### src/rtl/button_debounce.sv
// Push-button conditioner: two-flop synchronizer, debounce FSM, registered press/release pulses.
// Optional auto-repeat of press while held is built when BUTTON_REPEAT_EN is defined.
module button_debounce #(
  parameter int DEBOUNCE_CYCLES = 16,
  parameter int CNT_WIDTH       = 5,
  parameter int REPEAT_CYCLES   = 64,
  parameter int RPT_WIDTH       = 7
) (
  input  logic       clk,
  input  logic       rst,
  input  logic       button_raw,
  output logic       button,
  output logic       press,
  // 'release' is a reserved word in SystemVerilog, hence release_pulse
  output logic       release_pulse,
  output logic       checking,
  output logic [1:0] state_dbg
);

  typedef enum logic [1:0] {
    RELEASED      = 2'd0,
    PRESS_CHECK   = 2'd1,
    PRESSED       = 2'd2,
    RELEASE_CHECK = 2'd3
  } state_t;

  localparam logic [CNT_WIDTH-1:0] CNT_LAST = CNT_WIDTH'(DEBOUNCE_CYCLES - 1);
  localparam logic [CNT_WIDTH-1:0] CNT_ONE  = CNT_WIDTH'(1);

  if (DEBOUNCE_CYCLES < 1 || DEBOUNCE_CYCLES > (1 << CNT_WIDTH) - 1) begin : g_bad_debounce
    $error("DEBOUNCE_CYCLES out of range for CNT_WIDTH");
  end
  if (REPEAT_CYCLES < 1 || REPEAT_CYCLES > (1 << RPT_WIDTH) - 1) begin : g_bad_repeat
    $error("REPEAT_CYCLES out of range for RPT_WIDTH");
  end

  state_t               state;
  logic                 sync1;
  logic                 sync2;
  logic [CNT_WIDTH-1:0] cnt;

`ifdef BUTTON_REPEAT_EN
  localparam logic [RPT_WIDTH-1:0] RPT_LAST = RPT_WIDTH'(REPEAT_CYCLES - 1);
  localparam logic [RPT_WIDTH-1:0] RPT_ONE  = RPT_WIDTH'(1);
  logic [RPT_WIDTH-1:0] rpt;
`endif

  assign state_dbg = state;

  // Any opposite-level sample in a CHECK state falls back to the stable state with cnt=0.
  always_ff @(posedge clk) begin
    if (rst) begin
      sync1         <= 1'b0;
      sync2         <= 1'b0;
      state         <= RELEASED;
      cnt           <= '0;
      button        <= 1'b0;
      press         <= 1'b0;
      release_pulse <= 1'b0;
      checking      <= 1'b0;
`ifdef BUTTON_REPEAT_EN
      rpt           <= '0;
`endif
    end else begin
      sync1         <= button_raw;
      sync2         <= sync1;
      press         <= 1'b0;
      release_pulse <= 1'b0;
      case (state)
        RELEASED: begin
          if (sync2) begin
            state    <= PRESS_CHECK;
            cnt      <= '0;
            checking <= 1'b1;
          end
        end
        PRESS_CHECK: begin
          if (!sync2) begin
            state    <= RELEASED;
            cnt      <= '0;
            checking <= 1'b0;
          end else if (cnt == CNT_LAST) begin
            state    <= PRESSED;
            cnt      <= '0;
            button   <= 1'b1;
            press    <= 1'b1;
            checking <= 1'b0;
`ifdef BUTTON_REPEAT_EN
            rpt      <= '0;
`endif
          end else begin
            cnt <= cnt + CNT_ONE;
          end
        end
        PRESSED: begin
          if (!sync2) begin
            state    <= RELEASE_CHECK;
            cnt      <= '0;
            checking <= 1'b1;
`ifdef BUTTON_REPEAT_EN
            rpt      <= '0;
          end else if (rpt == RPT_LAST) begin
            press <= 1'b1;
            rpt   <= '0;
          end else begin
            rpt <= rpt + RPT_ONE;
`endif
          end
        end
        RELEASE_CHECK: begin
          if (sync2) begin
            state    <= PRESSED;
            cnt      <= '0;
            checking <= 1'b0;
`ifdef BUTTON_REPEAT_EN
            rpt      <= '0;
`endif
          end else if (cnt == CNT_LAST) begin
            state         <= RELEASED;
            cnt           <= '0;
            button        <= 1'b0;
            release_pulse <= 1'b1;
            checking      <= 1'b0;
          end else begin
            cnt <= cnt + CNT_ONE;
          end
        end
        default: begin
          state    <= RELEASED;
          cnt      <= '0;
          checking <= 1'b0;
        end
      endcase
    end
  end

endmodule

### config.mk
export PLATFORM = sky130hd
export DESIGN_NAME = button_debounce
export DESIGN_NICKNAME = d
export VERILOG_FILES = /design/src/rtl/button_debounce.sv
export SDC_FILE = /design/constraint.sdc
export NUM_CORES = 1
export LEC_CHECK = 0
export CAP_MARGIN = 20
export CORE_AREA = 2 2 39 41
export CTS_CLUSTER_DIAMETER = 50
export CTS_CLUSTER_SIZE = 12
export DETAILED_ROUTE_END_ITERATION = 16
export DIE_AREA = 0 0 41 43
export HOLD_SLACK_MARGIN = 0.06
export PLACE_DENSITY_LB_ADDON = 0.2
export SETUP_SLACK_MARGIN = 0.3
export SYNTH_ARGS = -nofsm -noshare
export SYNTH_HDL_FRONTEND = slang
export SYNTH_SLANG_ARGS = --single-unit
### constraint.sdc
create_clock -name clk -period 2.2 [get_ports clk]
set_input_delay 0.33 -clock clk [delete_from_list [all_inputs] [get_ports clk]]
set_output_delay 0.33 -clock clk [all_outputs]
set_load 0.02 [all_outputs]
Yosys cells after proc, flatten, opt, wreduce, memory -nomap -nowiden:

Cells that the tools add are included.

* reduce and logical (&&, ||, !) cells: 7
* bitwise operators: 3
* $add $sub $neg: 1
* equal/unequal tests: 12
* mux-type cells: 25

Operators with widths (number)
* $mux W5: 5
* $pmux W5 S4: 1
* $mux W2: 6
* $ne A2 B2 Y1 const B: 6
* $mux W1: 10
* $pmux W2 S4: 1
* $ne A3 B3 Y1 const B: 2
* $reduce_or A3 Y1: 2
* $add A5 B1 Y5 const B: 1
* $eq A5 B4 Y1 const B: 1
* $reduce_and A5 Y1: 1
* $eq A2 B2 Y1 const B: 2
* $pmux W1 S4: 1
* $reduce_and A4 Y1: 1
* $not A1 Y1: 3
* $eq A2 B1 Y1 const B: 1
* $logic_not A2 Y1: 1
* $pmux W1 S2: 1
* $reduce_and A2 Y1: 1
* $reduce_bool A2 Y1: 1

* output and inout bits: 6
* logic and storage cells: 56
* register bits after elaboration: 13
* input port bits: 3

Logic depth before layout (Yosys ltp):

Gate-level depths: netlist of the first run.

* depth in word-level cells: 4
* mapped depth: 4
* mapped depth without buffers: 4

Worst setup path before layout of the first run:

Ideal clock, no wire load.

* kind: register to register
* from: register state[0], in the netlist state_dbg[0]
* to: register cnt[0]
* required time: 2.129 ns
* slack: 0.798 ns
* cell stages (with the launch flop): 4
* arrival: 1.331 ns
* clock period less this slack: 1.402 ns
* buffers on the path: 0
* setup time: 0.071 ns
* path through: dfxtp_1 -> inv_1 -> or4_1 -> a21oi_1

* cells in the longest elaborated chain, start to end: 3
* elaborated cells on any way between the ends: 8
* classes of those cells: 5 x eq/ne; 1 x mux; 2 x reduce/logical

Ends and longest elaborated chain
* start, declared: RTL line 37 `state_t state;`
* start signal, assigned: RTL line 55 `state <= RELEASED;`
* start signal, assigned: RTL line 72 `state <= PRESS_CHECK;`
* start signal, assigned: RTL line 79 `state <= RELEASED;`
* $eq A2 B2 Y1 / $logic_not A2 Y1 (equally long branches): RTL line 69 `case (state)`
* $ne A2 B2 Y1 (no source line)
* $reduce_and A2 Y1 (no source line)
* end signal, assigned: RTL line 92 `cnt <= cnt + CNT_ONE;`
* end signal, assigned: RTL line 125 `cnt <= cnt + CNT_ONE;`
* end, declared: RTL line 40 `logic [CNT_WIDTH-1:0] cnt;`

Parallel ways exist; a longest one is shown, timed or not.
A chain may end at the register's enable or synchronous reset.

Worst setup path in the final report of the first run:

* from: register state[0], in the netlist state_dbg[0]
* to: output port state_dbg[0]

RTL lines
* end, declared: RTL line 17 `output logic [1:0] state_dbg`

No word-level cell between the ends.

==> impl_results.md, run 1 <==
- Cts-stage hold buffer count: 0
- Power per unit of standard cell area: 655 nW/um^2
- Total count of max-transition violations in the final report: 0
- Core area: 1380 um^2
- Width of the die: 41 um
- Arrival time at the worst endpoint: approximately 1400 ps
- Path type of the worst setup path: reg2out
- Number of max-cap violations: 0
- N_diodes: 0
- Final HPWL from detailed placement: ~740 um
- Growth of design area from synthesis to finish: 23.1%
- Number of H-tree levels: 1
- Worst EP required: around 1900 ps
- Synth Cell Area: 541 um^2
- Status: completed
- Most common library cell in the layout ignoring fill and taps: dfxtp_1
- Clock tree from TritonCTS: built
- Start point of the worst hold path: sync1
- Fin. Hold Viols: 0
- GRT Util Overall: 16.2%
- Gate Count Post-Synth: 59
- Post-route DRC: 0
- Routed wire length: 1.06 mm
- Number of global-route vias before repair: 421
- Layout Cells excl Fill: between 80 and 90
- Number of ports placed on the die boundary: 9
- Post-synthesis share of cell area spent on and, or, nand and nor gates: 23.8%
- Most used cells in the layout excluding fill and tap cells: dfxtp_1, nand3_1, clkdlybuf4s50_1
- Clock root cell: clkbuf_4
- Mean area per synthesized cell: 9.16 um^2
- Cells along the critical path: clkdlybuf4s50_1
- Worst path slowest cell: clkdlybuf4s50_1
- Share of synthesized area occupied by flip-flops and latches: 48.1%
- VDD IR-drop max: around 0.00046 V
- Iteration-0 DRC count of the detailed router: 15
- Die Y-Extent: between 40 and 50 um
- Fin crit period: 1730 ps
- Maximum number of pins on one net before global-route repair: 12
- Post-Route Setup TNS: 0 ps
- Yosys synthesis warning count: 0
- Total power draw: 0.436 mW
- Largest family of logic cells by synthesized area: simple AND/OR/NAND/NOR gates
- Worst hold path type: reg2reg
- Number of sinks driven by the clock tree: 13
- Maximum achievable frequency: between 0.5 and 0.6 GHz
- Endpoint type of the worst setup path: output pin
- Maximum root-to-sink buffer count: 2
- Unique masters post-synth: 23
- Final setup slack of the worst path: 475 ps
- Largest delay share family, worst path: buffers and inverters
- Initial core utilization: roughly 39%
- Total instance count after detailed placement: 82
- PortBufs: 8
- Total clock buffers created by CTS: 3
- CP Buf/Inv Count: 1
- Total Die Area: about 1800 um^2
- Total overflow reported by the global router: 0
- Number of synthesized register bits: 13
- Leakage power: 0.237 nW
- Fraction of synthesized cell area in xor and xnor cells: 7.87%
- Net count reported at finish: 75
- CP startpoint kind: flip-flop
- Slew of the pin with the lowest slew margin: 494 ps
- Worst slack after detailed placement: 743 ps
- Part of the cycle the worst path needs: between 70% and 80%
- Unrepaired setup endpoints after global routing: false
- Ratio of routed vias to standard cells: 5.37
- RD Place Congestion: 0.755
- Source-to-sink clock delay at the later pin of the worst-skew pair: 290 ps
- First-pass iteration count of the detailed router: 4
- Detail-routed net length per standard cell: 12.4 um
- Clock skew after layout: 10.8 ps
- Number of nets in the synthesized netlist: 63
- Launching instance or port of the critical path: state_dbg[0]
- Antenna violations before repair: 0
- Post-CTS Setup Bufs: 0
- Fill cell total of the finished layout: 146
- Slowest cell delay on critical path: 650 ps
- First-pass GRT wire length: about 1.8 mm
- CTS-repair resized insts: 0
- Post-route ant nets: 0
- Via total after detailed routing: approximately 460
- Final Setup Violations: 0
- Number of rows created at floorplan: 14
- Crit Path Max Fanout: 8
- Compound-gate portion of the synthesized area: 13.4%
- Multiplexer share of the synthesized area: 0%
- Post-Synth Adder-Cell Area: 2.31%
- Critical register-to-register path startpoint: cnt[0]
- Layout cell share with drive strength beyond 1: 7.14%
- Slew margin rel.: about two thirds
- Clock transition time at the flip-flop clock pins of the worst setup and hold paths: 80 ps
## kinds of logic (layout without fill, tap and decap cells)
logic type,count (synthesis),count (layout)
adders and majority gates,1,1
xor gates and xnor gates,4,4
and+or+nand+nor,23,23
AOI/OAI and AO/OA,12,12
buffers and inverters,6,17
DFF,13,13
## where the power goes
group | total, mW | internal (mW) | switching (mW) | leakage, nW
Sequential | 0.247 | 0.242 | 0.00556 | 0.106
Clock | 0.152 | 0.0705 | 0.0810 | 0.0150
Combinational | 0.0371 | 0.0179 | 0.0192 | 0.116
Total | 0.436 | 0.330 | 0.106 | 0.237
## sequential cells by signal (all words and copies together), names as in the netlist, named ones only
name / count
button: 1
cnt: 5
press: 1
sync2: 1
state_dbg: 1
release_pulse: 1
sync1: 1
checking: 1
## per-stage QoR
step,util [%],instance area (um^2),hold slack (ps)
after global routing,48.1,666,464
after floorplan,-,541,414
after detailed placement,46.2,639,437
after global placement,46.2,639,419
after CTS,48.1,666,451
final,48.1,666,449
## cell usage after synthesis
cell type	count	share of area [%]
o311ai_0	1	1.6
o21ai_0	2	1.9
nor3_1	1	0.93
xnor2_2	1	3.0
clkbuf_1	1	0.69
nand2_1	4	2.8
nor4_1	1	1.2
and4b_1	1	1.9
o211ai_1	2	2.8
and3_1	1	1.2
o32ai_1	1	1.6
nand4_1	2	2.3
clkbuf_2	1	0.93
inv_1	4	2.8
nand3_1	9	8.3
a21oi_1	6	5.6
ha_1	1	2.3
xor2_1	2	3.2
xnor2_1	1	1.6
nand4b_1	1	1.6
or4_1	1	1.4
nor2b_1	2	2.3
dfxtp_1	13	48
## layout make-up
class / instances / area [um^2] / area share [%]
well taps: 16 / 20.0 / 3.01
inverters: 4 / 15.0 / 2.26
repair buffers: 9 / 87.6 / 13.2
multi-input cells: 40 / 256 / 38.5
clock buffers: 4 / 26.3 / 3.95
flip-flops and latches: 13 / 260 / 39.1
## path summary, 6_finish.rpt
kind         cells after the start  slack (ps)      endpoint
max                              1         470  state_dbg[0]
min reg2reg                      1         450         sync2
max reg2reg                      4         740        button
min                              1         450         sync2
## routing by layer
layer / vias up / wire [um] / GRT usage (%)
li1: 236 / - / -
met1: 211 / 531 / 22.1
met2: 10 / 445 / 19.7
met3: 5 / 40 / 3.14
met4: 0 / 46 / 16.0
met5: - / 0 / 0
## worst reg2reg max path, delay by kind of cell (launching register included)
family                   cells  cell delay [ps]
AND/OR/NAND/NOR              2              380
flip-flops                   1              380
adder cells (fa/ha/maj)      1              240
AO/OA/AOI/OAI                1              330
No activity file was read; power rests on OpenSTA's default activity.
==> inputs of run 2 (changes only) <==
- clock period: 2.2 -> 1.4 ns (I/O delays scaled with it)
==> run 2 against run 1 <==
Against the previous run: wire length grew 21%; via count grew 12%; critical path type is now reg2reg; total power grew 59%; global-route usage grew 1.5 points; first-iteration DRC count shrank 87%; die area is the same; combinational power grew 110%; cell count grew 15%; utilization grew 12 points; sequential share of layout area shrank 6.5 points; highest routed layer unchanged; clock skew shrank 7.7 ps; setup slack lost 370 ps.
==> impl_results.md, run 2 (synthesis gave the netlist of run 1 again) <==
- Fin. Hold Viols: 0 (unchanged)
- Fin area: 832 um^2 (was 666 um^2)
- Seq. cell area: 272 um^2 (was 260 um^2)
- Maximum root-to-sink buffer count: 2 (unchanged)
- Final setup slack of the worst path: 101 ps (was 475 ps)
- Worst reg-to-reg path cell count: 4 (unchanged)
- Number of H-tree levels: 1 (unchanged)
- Portion of total power attributed to combinational logic: 11.3% (was 8.5%)
- Sequential share of power: 55.7% (was 56.7%)
- Internal Dissipation: 0.519 mW (was 0.330 mW)
- Clock skew after layout: 3.08 ps (was 10.8 ps)
- Detail-routed net length per standard cell: 13.0 um (was 12.4 um)
- Post-route ant nets: 0 (unchanged)
- Fill cell total of the finished layout: 132 (was 146)
- Net count reported at finish: 88 (was 75)
- Maximum achievable frequency: 0.770 GHz
- N_diodes: 0 (unchanged)
- Number of sinks driven by the clock tree: 13 (unchanged)
- Net switching power figure: 0.172 mW (was 0.106 mW)
- Width of the die: 41 um (unchanged)
- Net switching share of the total power: 24.9% (was 24.3%)
- Ratio of routed vias to standard cells: 5.24 (was 5.37)
- Die Y-Extent: 43 um (unchanged)
- Final Setup Violations: 0 (unchanged)
- Routed wire length: 1.29 mm (was 1.06 mm)
- Crit Path Max Fanout: 2 (was 8)
- Antenna violations before repair: 0 (unchanged)
- Worst EP required: 1610 ps (was 1870 ps)
- CP startpoint kind: flip-flop (unchanged)
- Unrepaired setup endpoints after global routing: true (was false)
- Area occupied by multi-input gates: 337 um^2 (was 256 um^2)
- Total clock buffers created by CTS: 3 (unchanged)
- Total Die Area: 1760 um^2 (unchanged)
- Layout cell share with drive strength beyond 1: 49.4% (was 7.14%)
- Clock root cell: clkbuf_4 (unchanged)
- Core area: 1380 um^2 (unchanged)
- Status: completed (unchanged)
- GRT Util Overall: 17.7% (was 16.2%)
- Leakage power: 0.355 nW (was 0.237 nW)
- Iteration-0 DRC count of the detailed router: 2 (was 15)
- Register name with the most flops: cnt (unchanged)
- Instance area at placement: 704 um^2 (was 639 um^2)
- Slew of the pin with the lowest slew margin: 271 ps (was 494 ps)
- Slew margin rel.: 81.9% (was 67.0%)
- Total overflow reported by the global router: 0 (unchanged)
- Last element of the critical path: cnt[0] (was state_dbg[0])
- Arrival time at the worst endpoint: 1510 ps (was 1400 ps)
- Clock transition time at the flip-flop clock pins of the worst setup and hold paths: 80 ps (about the same)
- Final HPWL from detailed placement: 837 um (was 740 um)
- Worst slack after detailed placement: 68.5 ps (was 743 ps)
- Post-route DRC: 0 (unchanged)
- Initial core utilization: 39.1% (unchanged)
- Part of the cycle the worst path needs: 92.8%
- Via total after detailed routing: 519 (was 462)
- Critical register-to-register path endpoint: cnt[0] (was button)
- Part of the total power dissipated in the clock network: 33.0% (was 34.8%)
- Cts-stage hold buffer count: 0 (unchanged)
- Flip-flop count of the largest register, all copies and words added: 5 (unchanged)
- Endpoint type of the worst setup path: flip-flop (was output pin)
- Fin crit period: 1300 ps
- FF-to-FF setup slack: 100 ps (was 740 ps)
- First-pass iteration count of the detailed router: 4 (unchanged)
- Post-Route Setup TNS: 0 ps (unchanged)
- Clock tree from TritonCTS: built (unchanged)
- VDD IR-drop max: 0.000609 V (was 0.000461 V)
- Most used cells in the layout excluding fill and tap cells: buf_4, nand3_1, dfxtp_1 (was dfxtp_1, nand3_1, clkdlybuf4s50_1)
- Growth of design area from synthesis to finish: 53.9% (was 23.1%)
- Number of global-route vias before repair: 487 (was 421)
- Number of ports placed on the die boundary: 9 (unchanged)
- RD Place Congestion: 0.758 (was 0.755)
- Launching instance or port of the critical path: cnt[0] (was state_dbg[0])
- Critical register-to-register path startpoint: cnt[0] (unchanged)
- PortBufs: 8 (unchanged)
- Number of max-cap violations: 0 (unchanged)
- Worst hold path type: reg2reg (unchanged)
- Power per unit of standard cell area: 831 nW/um^2 (was 655 nW/um^2)
- First-pass GRT wire length: 2.08 mm (was 1.84 mm)
- Source-to-sink clock delay at the later pin of the worst-skew pair: 270 ps (was 290 ps)
- Maximum number of pins on one net before global-route repair: 9 (was 12)
- Most common library cell in the layout ignoring fill and taps: buf_4 (was dfxtp_1)
- Number of rows created at floorplan: 14 (unchanged)
- Path type of the worst setup path: reg2reg (was reg2out)
- Total count of max-transition violations in the final report: 0 (unchanged)
run 2: power by group through the flow:
stage               registers, mW  clock network, mW  logic, mW
floorplan                   0.404                  0     0.0252
global placement            0.396                  0     0.0696
detailed placement          0.397                  0     0.0700
CTS                         0.386              0.245     0.0696
global route                0.386              0.261     0.0839
finish                      0.385              0.228     0.0780
run 2: metal layers:
| metal | share of wire (%) | wire, um | track usage, % | vias up |
|---|---|---|---|---|
| met1 | 46 | 590 | 23.3 | 245 |
| met4 | 0.70 | 9 | 12.0 | 0 |
| met3 | 3.6 | 46 | 3.66 | 2 |
| li1 | - | - | - | 264 |
| met2 | 50 | 639 | 24.7 | 8 |
| met5 | 0 | 0 | 0 | - |
run 2: area by class of cell:
type                       count  area share (%)
timing repair buffer          22            19.4
clock buffer                   3            2.71
inverter                       4            1.80
sequential                    13            32.6
tap                           16            2.41
clock inverter                 1           0.602
multi-input combinational     40            40.5
run 2: worst min-delay path by stage:
stage	to	start	cells after the start
finish	sync2	sync1	1
global route	sync2	sync1	1
CTS	sync2	sync1	1
detailed placement	sync2	sync1	1
global placement	sync2	sync1	1
floorplan	sync1	button_raw	1
run 2: critical path, cell delays in order, from the launching register on:
cell	delay, ps
dfxtp_4	360
ha_4	150
and4b_1	190
or4_4	420
a21oi_2	120
run 2: through the flow:
step           hold slack (ps)  power, mW  utilization [%]  std cells
3_5_place_dp               428      0.467             50.9         88
4_1_cts                    446      0.701             57.5         99
5_1_grt                    460      0.731             60.1         99
6_report                   442      0.691             60.1         99
3_3_place_gp               421      0.466             50.9         88
2_1_floorplan              338      0.429                -         59
run 2: repair_timing:
item / in CTS / in global routing
setup endpoints to repair: 16 / 13
hold endpoints to repair: 0 / 0
buffers inserted: 7 / 0
gates resized for setup: 26 / 11
pin swaps: 7 / 3
==> inputs of run 3 (changes only) <==
- ABC_AREA: unset -> 1
==> run 3 against run 2 <==
Against the previous run: maximum frequency is 17% higher; count of clock-buffer cells in the layout increased by 1; wire length down 14%; non-clock buffer count is 8 lower; combinational power decreased by 44%; utilization decreased by 6.1 points; global-route usage down 2.2 points; critical path depth up 1; synthesized area grew 1.2%; first-iteration DRC count up 100%; total power decreased by 6.0%; largest cell class unchanged.
==> impl_results.md, run 3 <==
- Fin crit period: 1110 ps (was 1300 ps)
- Largest delay share family, worst path: flip-flops (was simple AND/OR/NAND/NOR gates)
- Path type of the worst setup path: reg2reg (unchanged)
- Via total after detailed routing: 495 (was 519)
- Area share of the leading cell type in the synthesized netlist: 47.6% (was 48.1%)
- Status: completed (unchanged)
- N_diodes: 0 (unchanged)
- Total instance count after detailed placement: 92 (was 88)
- Total clock buffers created by CTS: 3 (unchanged)
- Final HPWL from detailed placement: 742 um (was 837 um)
- Gate Count Post-Synth: 68 (was 59)
- First-pass iteration count of the detailed router: 4 (unchanged)
- Growth of design area from synthesis to finish: 36.8% (was 53.9%)
- Cts-stage hold buffer count: 0 (unchanged)
- Maximum number of pins on one net before global-route repair: 9 (unchanged)
- Worst EP required: 1570 ps (was 1610 ps)
- Antenna violations before repair: 0 (unchanged)
- FF-to-FF setup slack: 290 ps (was 100 ps)
- PortBufs: 8 (unchanged)
- Cell taking the most area after synthesis: dfxtp_1 (unchanged)
- Maximum achievable frequency: 0.900 GHz (was 0.770 GHz)
- Critical register-to-register path startpoint: cnt[0] (unchanged)
- Mean area per synthesized cell: 8.04 um^2 (was 9.16 um^2)
- Total count of max-transition violations in the final report: 0 (unchanged)
- Post-Route Setup TNS: 0 ps (unchanged)
- Fin. Hold Viols: 0 (unchanged)
- Maximum root-to-sink buffer count: 2 (unchanged)
- Register name with the most flops: cnt (unchanged)
- Width of the die: 41 um (unchanged)
- Slowest cell delay on critical path: 360 ps (was 420 ps)
- Total overflow reported by the global router: 0 (unchanged)
- Cells along the critical path: ha_4 -> nand4_1 -> nand3_2 -> inv_2 -> o21a_1 (was ha_4 -> and4b_1 -> or4_4 -> a21oi_2)
- Number of ports placed on the die boundary: 9 (unchanged)
- Number of sinks driven by the clock tree: 13 (unchanged)
- Critical register-to-register path endpoint: cnt[0] (unchanged)
- Most used cells in the layout excluding fill and tap cells: nand2_1, dfxtp_1, inv_1, a21oi_1, buf_4 (was buf_4, nand3_1, dfxtp_1)
- Share of synthesized area occupied by flip-flops and latches: 47.6% (was 48.1%)
- Layout Cells excl Fill: 101 (was 99)
- Post-synth EDFFs: 0 (unchanged)
- RD Place Congestion: 0.775 (was 0.758)
- Final setup slack of the worst path: 289 ps (was 101 ps)
- Biggest area contributors in the synthesized netlist: dfxtp_1, nand2_1, a21oi_1 (was dfxtp_1, nand3_1, a21oi_1)
- Layout cell share with drive strength beyond 1: 47.1% (was 49.4%)
- Initial core utilization: 39.5% (was 39.1%)
- CP startpoint kind: flip-flop (unchanged)
- Detail-routed net length per standard cell: 10.9 um (was 13.0 um)
- Slew of the pin with the lowest slew margin: 218 ps (was 271 ps)
- Leading post-synthesis cells by instance count: nand2_1, dfxtp_1, a21oi_1 (was dfxtp_1, nand3_1, a21oi_1)
- First-pass GRT wire length: 1.79 mm (was 2.08 mm)
- Arrival time at the worst endpoint: 1280 ps (was 1510 ps)
- Endpoint type of the worst setup path: flip-flop (unchanged)
- Clock skew after layout: 4.78 ps (was 3.08 ps)
- Power per unit of standard cell area: 868 nW/um^2 (was 831 nW/um^2)
- Net count reported at finish: 90 (was 88)
- Number of rows created at floorplan: 14 (unchanged)
- Slew margin rel.: 85.4% (was 81.9%)
- Dominant register cell in the synthesized netlist: dfxtp_1 (unchanged)
- Ratio of routed vias to standard cells: 4.90 (was 5.24)
- GRT Util Overall: 15.5% (was 17.7%)
- Worst hold path type: reg2reg (unchanged)
- Source-to-sink clock delay at the later pin of the worst-skew pair: 270 ps (about the same)
- Dominant cell by count in the synthesized netlist: nand2_1 (was dfxtp_1)
- Leakage power: 0.305 nW (was 0.355 nW)
- Post-route DRC: 0 (unchanged)
- Unique masters post-synth: 20 (was 23)
- Routed wire length: 1.10 mm (was 1.29 mm)
- Final Setup Violations: 0 (unchanged)
- Instance area at placement: 667 um^2 (was 704 um^2)
- Synth Cell Area: 547 um^2 (was 541 um^2)
- Part of the cycle the worst path needs: 79.3% (was 92.8%)
- Number of stages on the worst hold path: 2 (was 1)
- Number of max-cap violations: 0 (unchanged)
- Post-route ant nets: 0 (unchanged)
- Clock transition time at the flip-flop clock pins of the worst setup and hold paths: 80 ps (about the same)
- Iteration-0 DRC count of the detailed router: 4 (was 2)
- Yosys synthesis warning count: 0 (unchanged)
- Worst reg-to-reg path cell count: 5 (was 4)
- Crit Path Max Fanout: 3 (was 2)
- Worst slack after detailed placement: 165 ps (was 68.5 ps)
- Number of H-tree levels: 1 (unchanged)
- Most common library cell in the layout ignoring fill and taps: nand2_1 (was buf_4)
- Flip-flop count of the largest register, all copies and words added: 5 (unchanged)
- Worst path slowest cell: dfxtp_4 (was or4_4)
- Min Hold Slack: 402 ps (was 442 ps)
- Number of nets in the synthesized netlist: 72 (was 63)
- Fill cell total of the finished layout: 144 (was 132)
- VDD IR-drop max: 0.000533 V (was 0.000609 V)
- CP Buf/Inv Count: 1 (was 0)
- Clock tree from TritonCTS: built (unchanged)
- Fin area: 748 um^2 (was 832 um^2)
- Start point of the worst hold path: sync1 (unchanged)
- Total Die Area: 1760 um^2 (unchanged)
- Core area: 1380 um^2 (unchanged)
- Destination of the worst hold path: sync2 (unchanged)
- Number of global-route vias before repair: 425 (was 487)
- Fraction of registers with async set/reset: 0% (unchanged)
- Die Y-Extent: 43 um (unchanged)
- Unrepaired setup endpoints after global routing: true (unchanged)
- Clock root cell: clkbuf_4 (unchanged)
- Number of synthesized register bits: 13 (unchanged)
run 3: cell types whose count changed in the layout (fill, tap and decap cells not counted), moves of 2 or more:
cell	delta
o211ai_1	-2
nor2b_1	-2
nand3_1	-6
buf_4	-8
nor2_4	+2
nand2_1	+10
inv_2	+3
inv_1	+2
nand2_2	+5
a21oi_1	+2
nor2_1	+2
run 3: cell type report:
class                           count  area, um^2  share of cell area [%]
Sequential cell                    13         269                    36.0
Tap cell                           16        20.0                    2.68
Clock buffer                        4        26.3                    3.51
Multi-Input combinational cell     45         298                    39.8
Timing Repair Buffer               14         101                    13.5
Inverter                            9        33.8                    4.52
run 3: report_power, final:
group          switching, mW  internal (mW)
combinational         0.0263         0.0170
sequential           0.00423          0.373
clock                  0.119          0.110
total                  0.149          0.500
run 3: per-stage QoR:
step / utilization [%] / total power, mW
final: 54.1 / 0.650
after CTS: 52.4 / 0.654
after floorplan: - / 0.412
after detailed placement: 48.2 / 0.429
after global routing: 54.1 / 0.684
after global placement: 48.2 / 0.429
run 3: how the worst max path moves through the flow:
stage                       from            to  slack [ps]  depth (start not counted)
finish                    cnt[0]        cnt[0]         290                          5
global route              cnt[4]        cnt[3]         220                          6
CTS                 state_dbg[0]  state_dbg[0]         280                          1
floorplan                 cnt[1]     flip-flop         320                          6
global placement             rst        cnt[0]         200                          4
detailed placement           rst        cnt[0]         160                          4
run 3: logic make-up (layout without fill, tap and decap cells):
group | count (synthesis) | after routing | synth area share, %
compound gates | 12 | 12 | 12.8
flops | 13 | 13 | 47.6
simple gates | 31 | 31 | 28.8
xor+xnor | 1 | 1 | 1.60
fa+ha+maj | 1 | 1 | 2.29
buf+inv | 10 | 27 | 6.87
run 3: worst reg2reg max path, delay by kind of cell, from the launching register on:
family,cells,cell delay (ps)
compound gates,1,160
fa+ha+maj,1,140
buf+inv,1,60
flops,1,360
simple gates,2,280
run 3: routing by layer:
metal / vias to the layer above / global-route usage [%] / routed length [um]
met5: - / 0 / 0
met4: 0 / 8.00 / 11
met3: 2 / 6.28 / 60
met2: 16 / 19.1 / 521
met1: 224 / 22.3 / 508
li1: 253 / - / -
run 3: timing repair:
| item | 4_1_cts | 5_1_grt |
|---|---|---|
| setup endpoints to repair | 11 | 16 |
| buffers inserted | 3 | 2 |
| pin swaps | 4 | 4 |
| resized for setup | 18 | 16 |
